==> config.mk <==
export PLATFORM = sky130hd
export DESIGN_NAME = arb_srl_fifo_enq_flat
export DESIGN_NICKNAME = d
export VERILOG_FILES = /design/src/rtl/arb_srl_fifo_enq_pkg.sv /design/src/rtl/arb_srl_fifo_enq_if.sv /design/src/rtl/arb_srl_fifo_enq_rr_pick.sv /design/src/rtl/arb_srl_fifo_enq.sv /design/src/flat_wrapper.sv
export SDC_FILE = /design/constraint.sdc
export NUM_CORES = 1
export LEC_CHECK = 0
export BUFFER_PORTS_ARGS = -buffer_cell sky130_fd_sc_hd__buf_2
export CELL_PAD_IN_SITES_DETAIL_PLACEMENT = 1
export CELL_PAD_IN_SITES_GLOBAL_PLACEMENT = 2
export CORE_AREA = 2 2 253 255
export DETAILED_ROUTE_END_ITERATION = 12
export DIE_AREA = 0 0 255 257
export MAX_ROUTING_LAYER = met4
export PLACE_DENSITY_LB_ADDON = 0.1
export SETUP_SLACK_MARGIN = 0.5
export SLEW_MARGIN = 20
export SYNTH_ARGS = -nofsm -noshare
export SYNTH_HDL_FRONTEND = slang
export SYNTH_HIERARCHICAL = 1
export SYNTH_SLANG_ARGS = --single-unit
==> constraint.sdc <==
create_clock -name CLK -period 5.65 [get_ports CLK]
set_clock_uncertainty 0.15 [all_clocks]
set_input_delay 0.565 -clock CLK [delete_from_list [all_inputs] [get_ports CLK]]
set_output_delay 0.565 -clock CLK [all_outputs]
set_load 0.02 [all_outputs]
==> src/rtl/arb_srl_fifo_enq_pkg.sv <==
// Shared arbiter package: FSM state encoding and the round-robin priority pick.
// Reused by other round-robin arbiters in the codebase.
package arb_srl_fifo_enq_pkg;

    localparam int unsigned RR_MAX_REQ   = 16;
    localparam int unsigned RR_MAX_IDX_W = 4;

    typedef enum logic {
        ST_IDLE   = 1'b0,
        ST_LOCKED = 1'b1
    } state_e;

    typedef struct packed {
        logic                    found;
        logic [RR_MAX_IDX_W-1:0] idx;
    } rr_pick_t;

    // Rotate valid so ptr sits at bit 0, find the first set bit, then unrotate.
    // Requests at or above n are never candidates; ptr is expected to be < n.
    function automatic rr_pick_t rr_pick_f(
        input logic [RR_MAX_REQ-1:0]   valid,
        input logic [RR_MAX_IDX_W-1:0] ptr,
        input int unsigned             n
    );
        rr_pick_t                res;
        logic [RR_MAX_REQ-1:0]   rot;
        int unsigned             j;
        res = '0;
        rot = '0;
        for (int unsigned i = 0; i < RR_MAX_REQ; i++) begin
            j = 32'(ptr) + i;
            if (j >= n) j = j - n;
            if (i < n) rot[i] = valid[RR_MAX_IDX_W'(j)];
        end
        for (int unsigned i = RR_MAX_REQ; i > 0; i--) begin
            if (rot[i-1]) begin
                j = 32'(ptr) + i - 1;
                if (j >= n) j = j - n;
                res.found = 1'b1;
                res.idx   = RR_MAX_IDX_W'(j);
            end
        end
        return res;
    endfunction

endpackage

==> src/rtl/arb_srl_fifo_enq_if.sv <==
// Producer-side beat streams plus FIFO enqueue port and arbiter status.
// master = producers/FIFO environment, slave = arbiter.
interface arb_srl_fifo_enq_if #(
    parameter int unsigned width  = 128,
    parameter int unsigned nreq   = 4,
    parameter int unsigned l2nreq = 2
);
    logic [nreq-1:0]       REQ_VALID;
    logic [nreq-1:0]       REQ_EOM;
    logic [nreq*width-1:0] REQ_DATA;
    logic [nreq-1:0]       REQ_READY;
    logic                  FIFO_ENQ;
    logic [width-1:0]      FIFO_DIN;
    logic                  FIFO_FULL_N;
    logic                  LOCKED;
    logic [l2nreq-1:0]     OWNER;

    modport master (
        output REQ_VALID, REQ_EOM, REQ_DATA, FIFO_FULL_N,
        input  REQ_READY, FIFO_ENQ, FIFO_DIN, LOCKED, OWNER
    );

    modport slave (
        input  REQ_VALID, REQ_EOM, REQ_DATA, FIFO_FULL_N,
        output REQ_READY, FIFO_ENQ, FIFO_DIN, LOCKED, OWNER
    );
endinterface

==> src/rtl/arb_srl_fifo_enq_rr_pick.sv <==
// Combinational round-robin pick: first valid request at or after the pointer.
module arb_srl_fifo_enq_rr_pick
    import arb_srl_fifo_enq_pkg::*;
#(
    parameter int unsigned nreq   = 4,
    parameter int unsigned l2nreq = 2
) (
    input  logic [nreq-1:0]   i_valid,
    input  logic [l2nreq-1:0] i_ptr,
    output logic              o_found,
    output logic [l2nreq-1:0] o_idx
);

    rr_pick_t w_res;
    logic     w_unused_idx;

    always_comb begin
        w_res = rr_pick_f(RR_MAX_REQ'(i_valid), RR_MAX_IDX_W'(i_ptr), nreq);
    end

    assign o_found      = w_res.found;
    assign o_idx        = l2nreq'(w_res.idx);
    assign w_unused_idx = ^w_res.idx;

endmodule

==> src/rtl/arb_srl_fifo_enq.sv <==
// Round-robin arbiter sharing one FIFO enqueue port, grant locked per message.
// Define ARB_SRL_FIFO_BEAT_INTERLEAVE_EN for per-beat arbitration (no locking).
module arb_srl_fifo_enq
    import arb_srl_fifo_enq_pkg::*;
#(
    parameter int unsigned width  = 128,
    parameter int unsigned nreq   = 4,
    parameter int unsigned l2nreq = 2
) (
    input  logic                CLK,
    input  logic                RST_N,
    input  logic                CLR,
    arb_srl_fifo_enq_if.slave   bus
);

    state_e             r_state;
    state_e             w_state_nxt;
    logic [l2nreq-1:0]  r_rr;
    logic [l2nreq-1:0]  w_rr_nxt;
    logic [l2nreq-1:0]  r_owner;
    logic [l2nreq-1:0]  w_owner_nxt;

    logic               w_pick_found;
    logic [l2nreq-1:0]  w_pick_idx;
    logic [l2nreq-1:0]  w_gnt_idx;
    logic [l2nreq-1:0]  w_gnt_inc;
    logic               w_gnt_valid;
    logic               w_active;
    logic               w_xfer;
    logic [nreq-1:0]    w_ready;
    logic [width-1:0]   w_din;
    logic [width-1:0]   w_slice [nreq];

    arb_srl_fifo_enq_rr_pick #(
        .nreq   (nreq),
        .l2nreq (l2nreq)
    ) u_rr_pick (
        .i_valid (bus.REQ_VALID),
        .i_ptr   (r_rr),
        .o_found (w_pick_found),
        .o_idx   (w_pick_idx)
    );

    // Unflatten the producer data bus into per-requester beats.
    always_comb begin
        for (int unsigned k = 0; k < nreq; k++) begin
            w_slice[k] = bus.REQ_DATA[k*width +: width];
        end
    end

    // Reset and clear both suppress any handshake in the cycle they are seen.
    assign w_active = RST_N && !CLR;

    always_comb begin
        w_state_nxt = r_state;
        w_rr_nxt    = r_rr;
        w_owner_nxt = r_owner;
        w_gnt_idx   = w_pick_idx;
        w_gnt_valid = w_pick_found;
        w_ready     = '0;
        w_din       = w_slice[r_owner];

        if (r_state == ST_LOCKED) begin
            w_gnt_idx   = r_owner;
            w_gnt_valid = bus.REQ_VALID[r_owner];
        end

        w_gnt_inc = (w_gnt_idx == l2nreq'(nreq - 1)) ? '0 : w_gnt_idx + l2nreq'(1);
        w_xfer    = w_active && w_gnt_valid && bus.FIFO_FULL_N;

        if (w_xfer) begin
            w_ready     = nreq'(1) << w_gnt_idx;
            w_din       = w_slice[w_gnt_idx];
            w_owner_nxt = w_gnt_idx;
`ifdef ARB_SRL_FIFO_BEAT_INTERLEAVE_EN
            w_rr_nxt    = w_gnt_inc;
`else
            if (bus.REQ_EOM[w_gnt_idx]) begin
                w_state_nxt = ST_IDLE;
                w_rr_nxt    = w_gnt_inc;
            end else begin
                w_state_nxt = ST_LOCKED;
            end
`endif
        end
    end

    always_ff @(posedge CLK) begin
        if (!RST_N || CLR) begin
            r_state <= ST_IDLE;
            r_rr    <= '0;
            r_owner <= '0;
        end else begin
            r_state <= w_state_nxt;
            r_rr    <= w_rr_nxt;
            r_owner <= w_owner_nxt;
        end
    end

    assign bus.REQ_READY = w_ready;
    assign bus.FIFO_ENQ  = w_xfer;
    assign bus.FIFO_DIN  = w_din;
    assign bus.OWNER     = r_owner;

`ifdef ARB_SRL_FIFO_BEAT_INTERLEAVE_EN
    logic w_unused_eom;
    assign w_unused_eom = ^bus.REQ_EOM;
    assign bus.LOCKED   = 1'b0;
`else
    assign bus.LOCKED   = (r_state == ST_LOCKED);
`endif

endmodule
==> src/flat_wrapper.sv <==
// flat-port wrapper written by rule: the top's interface ports become plain ports
module arb_srl_fifo_enq_flat import arb_srl_fifo_enq_pkg::*;
#(
    parameter int unsigned width  = 128,
    parameter int unsigned nreq   = 4,
    parameter int unsigned l2nreq = 2
)
  (CLK, RST_N, CLR, bus_REQ_VALID, bus_REQ_EOM, bus_REQ_DATA, bus_FIFO_FULL_N, bus_REQ_READY, bus_FIFO_ENQ, bus_FIFO_DIN, bus_LOCKED, bus_OWNER);
  arb_srl_fifo_enq_if #(.width(width), .nreq(nreq), .l2nreq(l2nreq)) bus_i ();
  input  logic CLK;
  input  logic RST_N;
  input  logic CLR;
  input wire logic [$bits(bus_i.REQ_VALID)-1:0] bus_REQ_VALID;
  input wire logic [$bits(bus_i.REQ_EOM)-1:0] bus_REQ_EOM;
  input wire logic [$bits(bus_i.REQ_DATA)-1:0] bus_REQ_DATA;
  input wire logic [$bits(bus_i.FIFO_FULL_N)-1:0] bus_FIFO_FULL_N;
  output wire logic [$bits(bus_i.REQ_READY)-1:0] bus_REQ_READY;
  output wire logic [$bits(bus_i.FIFO_ENQ)-1:0] bus_FIFO_ENQ;
  output wire logic [$bits(bus_i.FIFO_DIN)-1:0] bus_FIFO_DIN;
  output wire logic [$bits(bus_i.LOCKED)-1:0] bus_LOCKED;
  output wire logic [$bits(bus_i.OWNER)-1:0] bus_OWNER;
  assign bus_i.REQ_VALID = bus_REQ_VALID;
  assign bus_i.REQ_EOM = bus_REQ_EOM;
  assign bus_i.REQ_DATA = bus_REQ_DATA;
  assign bus_i.FIFO_FULL_N = bus_FIFO_FULL_N;
  assign bus_REQ_READY = bus_i.REQ_READY;
  assign bus_FIFO_ENQ = bus_i.FIFO_ENQ;
  assign bus_FIFO_DIN = bus_i.FIFO_DIN;
  assign bus_LOCKED = bus_i.LOCKED;
  assign bus_OWNER = bus_i.OWNER;
  arb_srl_fifo_enq #(.width(width), .nreq(nreq), .l2nreq(l2nreq)) u_core (.CLK(CLK), .RST_N(RST_N), .CLR(CLR), .bus(bus_i));
endmodule
# --- Word-level counts from Yosys, hierarchy flattened ---
# Index checks and enable logic that the tools add are counted.
# W data, S select, Z words.
word_totals:
  regBits: 5
  output_inout_bits: 136
op_classes:
  n_shift: 1
  n_bitwise: 2
  magnitude_cmp: 16
  n_mux: 36
  n_addsub: 17
  n_reduce_logical: 7
  eq_ne: 1
op_table:
  columns: ["cell", "n"]
  rows:
  - ["$mux W128", 5]
  - ["$bmux W128 S2", 2]
  - ["$ge A32 B3 Y1 const B", 7]
  - ["$mux W4", 9]
  - ["$lt A4 B5 Y1 const B", 4]
  - ["$mux W5", 4]
  - ["$bmux W1 S4", 4]
  - ["$sub A4 B4 Y4 const B", 4]
  - ["$sub A3 B1 Y4 const B", 3]
  - ["$sub A3 B3 Y4 const B", 3]
  - ["$mux W1", 8]
  - ["$add A2 B2 Y3 const B", 2]
  - ["$ge A3 B3 Y1 const B", 2]
  - ["$lt A2 B3 Y1 const B", 2]
  - ["$not A2 Y3", 2]
  - ["$sub A4 B1 Y5 const B", 1]
  - ["$add A2 B3 Y4 const B", 1]
  - ["$bmux W1 S2", 2]
  - ["$mux W2", 2]
  - ["$shl A1 B2 Y4 const A", 1]
  - ["$sub A2 B3 Y4 const B", 1]
  - ["$add A2 B1 Y3 const B", 1]
  - ["$ge A2 B3 Y1 const B", 1]
  - ["$logic_and A1 B1 Y1", 3]
  - ["5 further kinds", 6]

# --- Longest topological paths before layout ---
# Gate-level depths: netlist of the first run.
logic_depth:
  word_depth: 15
  depth_mapped: 16
  depth_no_buf: 12

# --- Cells and area by module ---
# The synthesis of the first run kept the hierarchy.
by_module_without_submodules:
  columns: ["mod", "area_per_inst_um2", "cells_per_inst", "seq_area_each_um2", "instances"]
  rows:
  - ["arb_srl_fifo_enq", 8859.7, 1471, 100.1, 1]
  - ["arb_srl_fifo_enq_rr_pick", 337.8, 40, 0.0, 1]

# --- Least setup slack after synthesis of the first run ---
# No wires, ideal clock.
synth_timing:
  path_type: "reg-to-output"
  from: "register u_core.r_rr[0]"
  to: "output bus_FIFO_DIN[0]"
  required_time_ns: 4.935
  t_arrival_ns: 3.073
  path_slack_ns: 1.862
  path_stages_with_launch: 15
  cell_sequence: "dfxtp_1 > buf_6 > inv_1 > ha_1 > inv_1 > o21ai_0 > o21ai_0 > or3_2 > nor2b_1 > o311ai_4 > buf_6 > buf_8 > buf_6 > nand2_1 > o21ai_0"
synth_via:
  word_cells_on_any_way: 53
synth_lines:
  columns: ["item", "line", "rtl"]
  rows:
  - ["start: declaration", "arb_srl_fifo_enq.sv:18", "logic [l2nreq-1:0] r_rr;"]
  - ["start signal: assignment", "arb_srl_fifo_enq.sv:95", "r_rr <= w_rr_nxt;"]
  - ["$add A2 B2 Y3", "arb_srl_fifo_enq_pkg.sv:31", "j = 32'(ptr) + i;"]
  - ["$ge A32 B3 Y1 or $sub A3 B3 Y4 (tied branches)", "arb_srl_fifo_enq_pkg.sv:32", "if (j >= n) j = j - n;"]
  - ["$mux W4", "arb_srl_fifo_enq_pkg.sv:32", null]
  - ["$bmux W1 S4", "arb_srl_fifo_enq_pkg.sv:33", "if (i < n) rot[i] = valid[RR_MAX_IDX_W'(j)];"]
  - ["$mux W1 (not written as such)", "arb_srl_fifo_enq_pkg.sv:33", null]
  - ["$mux W5 (3 in a row)", "arb_srl_fifo_enq_pkg.sv:36", "if (rot[i-1]) begin"]
  - ["$mux W5 *", "arb_srl_fifo_enq_pkg.sv:36", null]
  - ["named net u_core.w_pick_found", "arb_srl_fifo_enq.sv:23", "logic w_pick_found;"]
  - ["$mux W1 *", "arb_srl_fifo_enq.sv:63", "if (r_state == ST_LOCKED) begin"]
  - ["$logic_and A1 B1 Y1 * (2 in a row)", "arb_srl_fifo_enq.sv:69", "w_xfer = w_active && w_gnt_valid && bus.FIFO_FULL_N;"]
  - ["$mux W128 *", "arb_srl_fifo_enq.sv:71", "if (w_xfer) begin"]
  - ["end: declaration", "flat_wrapper.sv:19", "output wire logic [$bits(bus_i.FIFO_DIN)-1:0] bus_FIFO_DIN;"]
# Mark *: on every way through the listed nets, which the timed path passes. The rest lies on a longest branch. The select of a mux whose other input is x is not followed.

# --- Worst setup path after layout of the first run ---
layout_timing:
  from: "register u_core.r_rr[0]"
  to: "output bus_FIFO_DIN[116]"
# The elaborated chain is that of the path after synthesis.

==> flow_metrics.env, run 1 <==
export IMPL_status="finished clean"
export IMPL_grt_pass1_wl_mm=89.6
export IMPL_dieWidth_um=255
export IMPL_grt_use_total_pct=18.4
export IMPL_path_max_fanout=83
export IMPL_worst_slack_ns=0.900
export IMPL_pin_count=660
export IMPL_port_buffer_count=659
export IMPL_internal_power_mw=0.649
export IMPL_antenna_found_initial=40
export IMPL_crit_chain="inv_1, ha_1, inv_1, o21ai_0, o21ai_0, or3_2, nor2b_1, o311ai_4, buf_12, buf_4, nand2_1, o21ai_0, buf_2"
export IMPL_period_needed_ns=4.75
export IMPL_end_kind="primary output"
export IMPL_htree_levels=1
export IMPL_cts_buffers=3
export IMPL_reg2reg_to="u_core/bus.OWNER[0]$_SDFFE_PN0P_"
export IMPL_ff2ff_path_depth=12
export IMPL_reg2reg_slack_ns=1.92
export IMPL_drv_cap=0
export IMPL_pwr_density_cell_mw_per_mm2=111
export IMPL_reg2reg_from="u_core/r_rr[0]$_SDFFE_PN0P_"
export IMPL_fmax_ghz=0.211
export IMPL_ys_seq_elements=5
export IMPL_ys_types=41
export IMPL_cts_buffer_depth=2
export IMPL_drive_gt1_share_pct=40.6
export IMPL_whs_endpoint="u_core/r_rr[0]$_SDFFE_PN0P_"
export IMPL_crit_buf_inv=5
export IMPL_viasPerCell=4.43
export IMPL_peakVddDrop_v=0.0000972
export IMPL_hold_viol=0
export IMPL_clock_latency_ns=0.23
export IMPL_syn_avg_cell_area_um2=6.09
export IMPL_cp_common_cell="o21ai_0"
export IMPL_tightest_slew_ns=0.903
export IMPL_synth_fp_nets=2044
export IMPL_min_path_cells=2
export IMPL_die_area_mm2=0.0655
export IMPL_syn_area_mm2=0.00920
export IMPL_fin_setup_tns_ns=0
export IMPL_required_ns=4.93
export IMPL_p_sw_share_pct=56.0
export IMPL_pre_cts_ws_ns=0.918
export IMPL_cpPeakStageDelay_ns=0.50
export IMPL_critPathLaunchType="flop"
export IMPL_vias=13027
export IMPL_cts_sinks=5
export IMPL_cp_slowest_cell="dfxtp_2"
export IMPL_min_from="u_core/r_rr[0]$_SDFFE_PN0P_"
export IMPL_power_leakage_nw=6.64
export IMPL_rows=92
export IMPL_clock_power_share_pct=8.0
export IMPL_power_frac_comb_pct=89.0
export IMPL_cp_top_family="buffers and inverters"
export IMPL_syn2layout_area_growth_pct=44.8
export IMPL_nNetsFinal=2587
export IMPL_die_h_um=257
export IMPL_ys_warn_count=6
export IMPL_cts_tree="built"
export IMPL_rsz0062_at_grt="no"
export IMPL_synthFlopType="dfxtp_1"
export IMPL_synth_seq_area_share_pct=1.09
export IMPL_hpwlAfterDp_mm=48.5
export IMPL_power_net_switching_mw=0.826
export IMPL_cts_root_buf="clkbuf_16"
export IMPL_core_area_mm2=0.0627
export IMPL_start_util_pct=14.7
export IMPL_setup_viol=0
export IMPL_wl_per_cell_um=20.9
export IMPL_finalCritPeriodShare_pct=84.1
export IMPL_min_path_type="flop to flop"
export IMPL_arrival_ns=4.03
export IMPL_syn_inst=1511
export IMPL_overflow=0
export IMPL_slew_headroom_pct=39.8
export IMPL_seqPwrFrac_pct=3.1
export IMPL_post_route_drc_count=0
export IMPL_maxSlewViolCount=0
export IMPL_antenna_left=0
export IMPL_hold_buffers=0
export IMPL_synth_edf_count=0
export IMPL_clk_pin_slew_ns=0.03
export IMPL_grt_max_degree=133
export IMPL_gp_congestion=0.829
export IMPL_drt_wl_total_mm=61.3
export IMPL_path_class="flop to primary output"
export IMPL_drtIter0Drc=570
export IMPL_grt_pass1_vias=13782
export IMPL_async_reset_ff_share_pct=0
export IMPL_drt_first_pass_iters=8
## state kept, by name (all words and copies together), names as in the netlist
signal and cells:
u_core/bus.LOCKED 1, u_core/bus.OWNER 2, u_core/r_rr 2
## cell usage after synthesis, drive strengths merged (2+ instances only)
| cell | instances | area, um2 |
|---|---|---|
| a21oi | 3 | 15.0 |
| nor2 | 9 | 33.8 |
| mux2i | 7 | 86.3 |
| nand3 | 132 | 661 |
| nor2b | 4 | 25.0 |
| nand2 | 772 | 2900 |
| inv | 7 | 26.3 |
| buf | 85 | 524 |
| mux4 | 130 | 2930 |
| mux2 | 5 | 56.3 |
| clkbuf | 59 | 223 |
| or3 | 2 | 13.8 |
| o21ai | 261 | 1310 |
| ha | 9 | 113 |
| a211oi | 2 | 15.0 |
| and2 | 3 | 18.8 |
| nand2b | 2 | 12.5 |
| dfxtp | 5 | 100 |
## worst max-delay path by stage
stage          depth (start not counted)                        start                 to
2_1_floorplan                         14  u_core/r_rr[0]$_SDFFE_PN0P_    bus_FIFO_DIN[0]
3_5_place_dp                          13  u_core/r_rr[0]$_SDFFE_PN0P_  bus_FIFO_DIN[116]
3_3_place_gp                          13  u_core/r_rr[0]$_SDFFE_PN0P_  bus_FIFO_DIN[116]
6_report                              13  u_core/r_rr[0]$_SDFFE_PN0P_  bus_FIFO_DIN[116]
4_1_cts                               13  u_core/r_rr[0]$_SDFFE_PN0P_  bus_FIFO_DIN[116]
5_1_grt                               13  u_core/r_rr[0]$_SDFFE_PN0P_  bus_FIFO_DIN[116]
## layout make-up
class                   count  area [um2]
flip-flops and latches      5         109
multi-input cells        1355        8330
diodes                     39        97.6
fillers                  8073       49400
repair buffers            682        3610
clock buffers               4        78.8
inverters                   7        33.8
well taps                 846        1060
## stage by stage
stage               std cells  util [%]  power [mW]  hold WS (ns)  instance area, um2
CTS                      2899      21.1        1.50         0.505               13200
detailed placement       2895      20.9        1.38         0.501               13100
floorplan                1511         -       0.833         0.383                9200
global placement         2895      20.9        1.37         0.498               13100
global route             2936      21.2        1.64         0.553               13300
finish                   2938      21.2        1.47         0.487               13300
## routing by layer
metal / up-vias / global-route usage, % / share of wire (%)
li1: 6379 / - / -
met1: 6284 / 20.6 / 40
met2: 344 / 33.5 / 52
met3: 20 / 4.68 / 6.8
met4: 0 / 2.11 / 0.86
met5: - / - / 0
## power groups by stage
stage | clock network (mW) | registers (mW) | logic, mW
floorplan | 0 | 0.0384 | 0.795
global placement | 0 | 0.0465 | 1.32
detailed placement | 0 | 0.0465 | 1.33
CTS | 0.120 | 0.0460 | 1.34
global route | 0.124 | 0.0466 | 1.47
finish | 0.117 | 0.0452 | 1.31
## cells in the final DEF, fill, tap and decap left out, types with 4 or more instances in the layout
cell and count:
nand2_1 772, buf_2 659, o21ai_0 207, nand3_1 132, mux4_2 130, o21ai_1 54, diode_2 39, buf_4 12
buf_12 11, nor2_1 9, ha_1 9, inv_1 5, mux2i_1 5, mux2_2 5, nor2b_1 4
## kinds of logic after synthesis
group	count (synthesis)	synth area share, %
and+or+nand+nor	927	40.1
AOI/OAI and AO/OA	277	15.8
buffers and inverters	151	8.41
muxes	142	33.4
adders and majority gates	9	1.22
DFF	5	1.09
## what timing repair did
action | CTS | global route
buffers inserted | 0 | 0
endpoints found under the setup margin | 0 | 51
gates resized for setup | 0 | 1
## worst reg2reg max path: cells and delay by family, from the launching register on
family	cells	cell delay (ns)
DFF	1	0.50
buffers and inverters	4	0.92
adders and majority gates	1	0.37
AOI/OAI and AO/OA	4	0.90
and+or+nand+nor	3	0.73
Power figures use the tool's default switching activity.
==> inputs of run 2 (changes only) <==
Settings changed: ABC_AREA set to 1, CORE_AREA 2 2 253 255 to 2 2 258 260, DIE_AREA 0 0 255 257 to 0 0 260 262.
Clock period 5.65 ns to 4.1 ns, I/O delays scaled along.
==> run 2 against run 1 <==
Effect of this change:
- core utilization rose by 1.5 points
- sequential share of layout area fell by 0.083 points
- die area rose by 3.9%
- synthesized area rose by 6.2%
- combinational power rose by 99%
- clock-buffer cell count did not move
- register-to-register slack got worse by 0.56 ns
- via count rose by 31%
- critical endpoint is now bus_FIFO_DIN[7]
- largest cell class unchanged
==> flow_metrics.env, run 2 <==
export IMPL_status="finished clean"
export IMPL_drtIter0Drc=764
export IMPL_synthFlopType="dfxtp_1"
export IMPL_gp_congestion=0.871
export IMPL_ys_seq_elements=5
export IMPL_yosys_area_top_type="o21ai_0"
export IMPL_dieWidth_um=260
export IMPL_fillers=8704
export IMPL_viasPerCell=4.80
export IMPL_power_leakage_nw=7.15
export IMPL_dpl_cell_area_mm2=0.0136
export IMPL_port_buffer_count=659
export IMPL_whs_endpoint="u_core/r_rr[0]$_SDFFE_PN0P_"
export IMPL_cpPeakStageDelay_ns=0.30
export IMPL_setup_viol=0
export IMPL_pwr_density_cell_mw_per_mm2=191
export IMPL_required_ns=3.54
export IMPL_ys_warn_count=6
export IMPL_cp_slowest_cell="dfxtp_1"
export IMPL_grt_max_degree=210
export IMPL_clock_power_share_pct=5.9
export IMPL_synth_top_area_share_pct=29.1
export IMPL_power_net_switching_mw=1.67
export IMPL_rsz0062_at_grt="yes"
export IMPL_period_needed_ns=3.41
export IMPL_cts_root_buf="clkbuf_16"
export IMPL_p_total_mw=2.83
export IMPL_cts_buffer_depth=2
export IMPL_start_util_pct=15.0
export IMPL_pin_count=660
export IMPL_drv_cap=0
export IMPL_reg2reg_slack_ns=1.36
export IMPL_finalCritPeriodShare_pct=83.2
export IMPL_synth_fp_nets=2647
export IMPL_die_area_mm2=0.0681
export IMPL_critPathLaunchType="flop"
export IMPL_synth_seq_area_share_pct=1.02
export IMPL_async_reset_ff_share_pct=0
export IMPL_final_cell_mix="buf_2, o21ai_0, nand2_1"
export IMPL_drt_first_pass_iters=5
export IMPL_clk_pin_slew_ns=0.04
export IMPL_synth_common_cells="o21ai_0, nand2_1, nor2_1, a21oi_1, o21ai_1"
export IMPL_ys_types=28
export IMPL_arrival_ns=2.85
export IMPL_ff2ff_path_depth=19
export IMPL_syn_avg_cell_area_um2=4.62
export IMPL_post_route_drc_count=0
export IMPL_die_h_um=262
export IMPL_grt_pass1_vias=17521
export IMPL_syn_inst=2114
export IMPL_cts_buffers=3
export IMPL_grt_use_total_pct=22.5
export IMPL_power_frac_comb_pct=92.2
export IMPL_design_area_mm2=0.0148
export IMPL_yosys_top_cells_area="o21ai_0, nand2_1, nor2_1"
export IMPL_vias=17059
export IMPL_wl_per_cell_um=23.4
export IMPL_p_sw_share_pct=58.9
export IMPL_final_common_cell="buf_2"
export IMPL_synth_edf_count=0
export IMPL_antenna_left=0
export IMPL_cp_common_cell="nand2_1"
export IMPL_rows=94
export IMPL_hold_viol=0
export IMPL_syn2layout_area_growth_pct=51.8
export IMPL_seqPwrFrac_pct=1.9
export IMPL_antenna_found_initial=34
export IMPL_htree_levels=1
export IMPL_crit_chain="buf_4, ha_1, nor2_1, nand3_1, nand2_2, nand2_1, o21ai_1, nand2_1, a21oi_2, nand2_2, o21ai_4, buf_12, clkbuf_16, o21ai_0, o22ai_1, nand2_1, nand2_1, buf_2"
export IMPL_hpwlAfterDp_mm=54.5
export IMPL_internal_power_mw=1.16
export IMPL_fin_setup_tns_ns=0
export IMPL_drive_gt1_share_pct=29.0
export IMPL_grt_pass1_wl_mm=114
export IMPL_overflow=0
export IMPL_crit_buf_inv=4
export IMPL_min_path_cells=4
export IMPL_hold_buffers=0
export IMPL_synth_most_common_cell="o21ai_0"
export IMPL_cts_sinks=5
export IMPL_drt_wl_total_mm=83.2
export IMPL_end_kind="primary output"
export IMPL_cp_top_family="buffers and inverters"
export IMPL_core_area_mm2=0.0653
export IMPL_maxSlewViolCount=0
export IMPL_reg2reg_to="u_core/r_rr[0]$_SDFFE_PN0P_"
export IMPL_tightest_slew_ns=0.961
export IMPL_path_class="flop to primary output"
export IMPL_slew_headroom_pct=35.9
export IMPL_min_path_type="primary input to flop"
export IMPL_min_from="CLR"
export IMPL_clock_latency_ns=0.23
export IMPL_reg2reg_from="u_core/r_rr[1]$_SDFFE_PN0P_"
export IMPL_cts_tree="built"
export IMPL_path_max_fanout=10
export IMPL_nNetsFinal=3190
export IMPL_peakVddDrop_v=0.0000901
export IMPL_syn_area_mm2=0.00977
export IMPL_fmax_ghz=0.293
==> run 2: cell count changes in the layout (fill, tap and decap cells not counted), moves of 127 or more <==
cell	previous run	this run
a21oi_1	3	211
mux4_2	130	0
nand2_1	772	422
inv_1	5	132
o21ai_0	207	565
nor2_1	9	321
==> run 2: how the worst max path moves through the flow <==
stage | to | slack, ns | startpoint | cells past startpoint
floorplan | bus_REQ_READY[0] | 1.04 | u_core/r_rr[0]$_SDFFE_PN0P_ | 16
global placement | bus_REQ_READY[3] | 0.48 | u_core/r_rr[0]$_SDFFE_PN0P_ | 15
detailed placement | bus_REQ_READY[3] | 0.46 | u_core/r_rr[0]$_SDFFE_PN0P_ | 15
CTS | bus_FIFO_DIN[91] | 0.48 | u_core/r_rr[0]$_SDFFE_PN0P_ | 16
global route | bus_FIFO_DIN[7] | 0.44 | u_core/r_rr[1]$_SDFFE_PN0P_ | 18
finish | bus_FIFO_DIN[7] | 0.69 | u_core/r_rr[1]$_SDFFE_PN0P_ | 18
==> run 2: area by class of cell <==
type / count / area, um2 / share of cell area, %
Sequential cell: 5 / 109 / 0.734
Tap cell: 864 / 1080 / 7.29
Clock buffer: 4 / 78.8 / 0.532
Inverter: 137 / 539 / 3.64
Multi-Input combinational cell: 1779 / 8310 / 56.0
Antenna cell: 35 / 87.6 / 0.591
Timing Repair Buffer: 731 / 4620 / 31.2
==> run 2: cells by family (layout without fill, tap and decap cells) <==
group / after synthesis / in the layout / share of synthesized area (%)
compound gates: 989 / 990 / 51.5
simple gates: 773 / 779 / 30.3
buf+inv: 337 / 872 / 15.9
fa+ha+maj: 9 / 9 / 1.15
flops: 5 / 5 / 1.02
xor+xnor: 1 / 1 / 0.0897
other cells: 0 / 35 / 0
==> run 2: repair_timing <==
| action | in CTS | in global routing |
|---|---|---|
| endpoints found under the setup margin | 131 | 130 |
| gates cloned | 13 | 16 |
| resized for setup | 25 | 30 |
| pin swaps | 4 | 3 |
| setup buffers | 10 | 8 |
==> run 2: worst min-delay path, stage by stage <==
cell and delay, ns:
buf_2 0.07, nor2_1 0.13, nand2_1 0.11, nor2_1 0.03
==> run 2: power groups by stage <==
stage / combinational (mW) / clock, mW / sequential [mW]
global placement: 2.16 / 0 / 0.0552
global route: 2.87 / 0.173 / 0.0553
floorplan: 1.29 / 0 / 0.0540
finish: 2.61 / 0.167 / 0.0546
detailed placement: 2.20 / 0 / 0.0554
CTS: 2.41 / 0.171 / 0.0548
==> run 2: metrics by stage <==
step,hold WS [ns],setup WS [ns],util [%],cells
4_1_cts,0.444,0.482,21.7,3496
5_1_grt,0.496,0.445,22.7,3553
3_5_place_dp,0.508,0.455,20.8,3469
6_report,0.420,0.690,22.7,3555
3_3_place_gp,0.498,0.481,20.8,3469
2_1_floorplan,0.400,1.04,-,2114
==> run 2: layer usage <==
metal | global-route usage, % | vias up | part of all wire [%]
li1 | - | 8247 | -
met1 | 26.2 | 8295 | 42
met2 | 40.9 | 476 | 52
met3 | 4.16 | 41 | 5.9
met4 | 2.99 | 0 | 0.92
met5 | - | - | 0
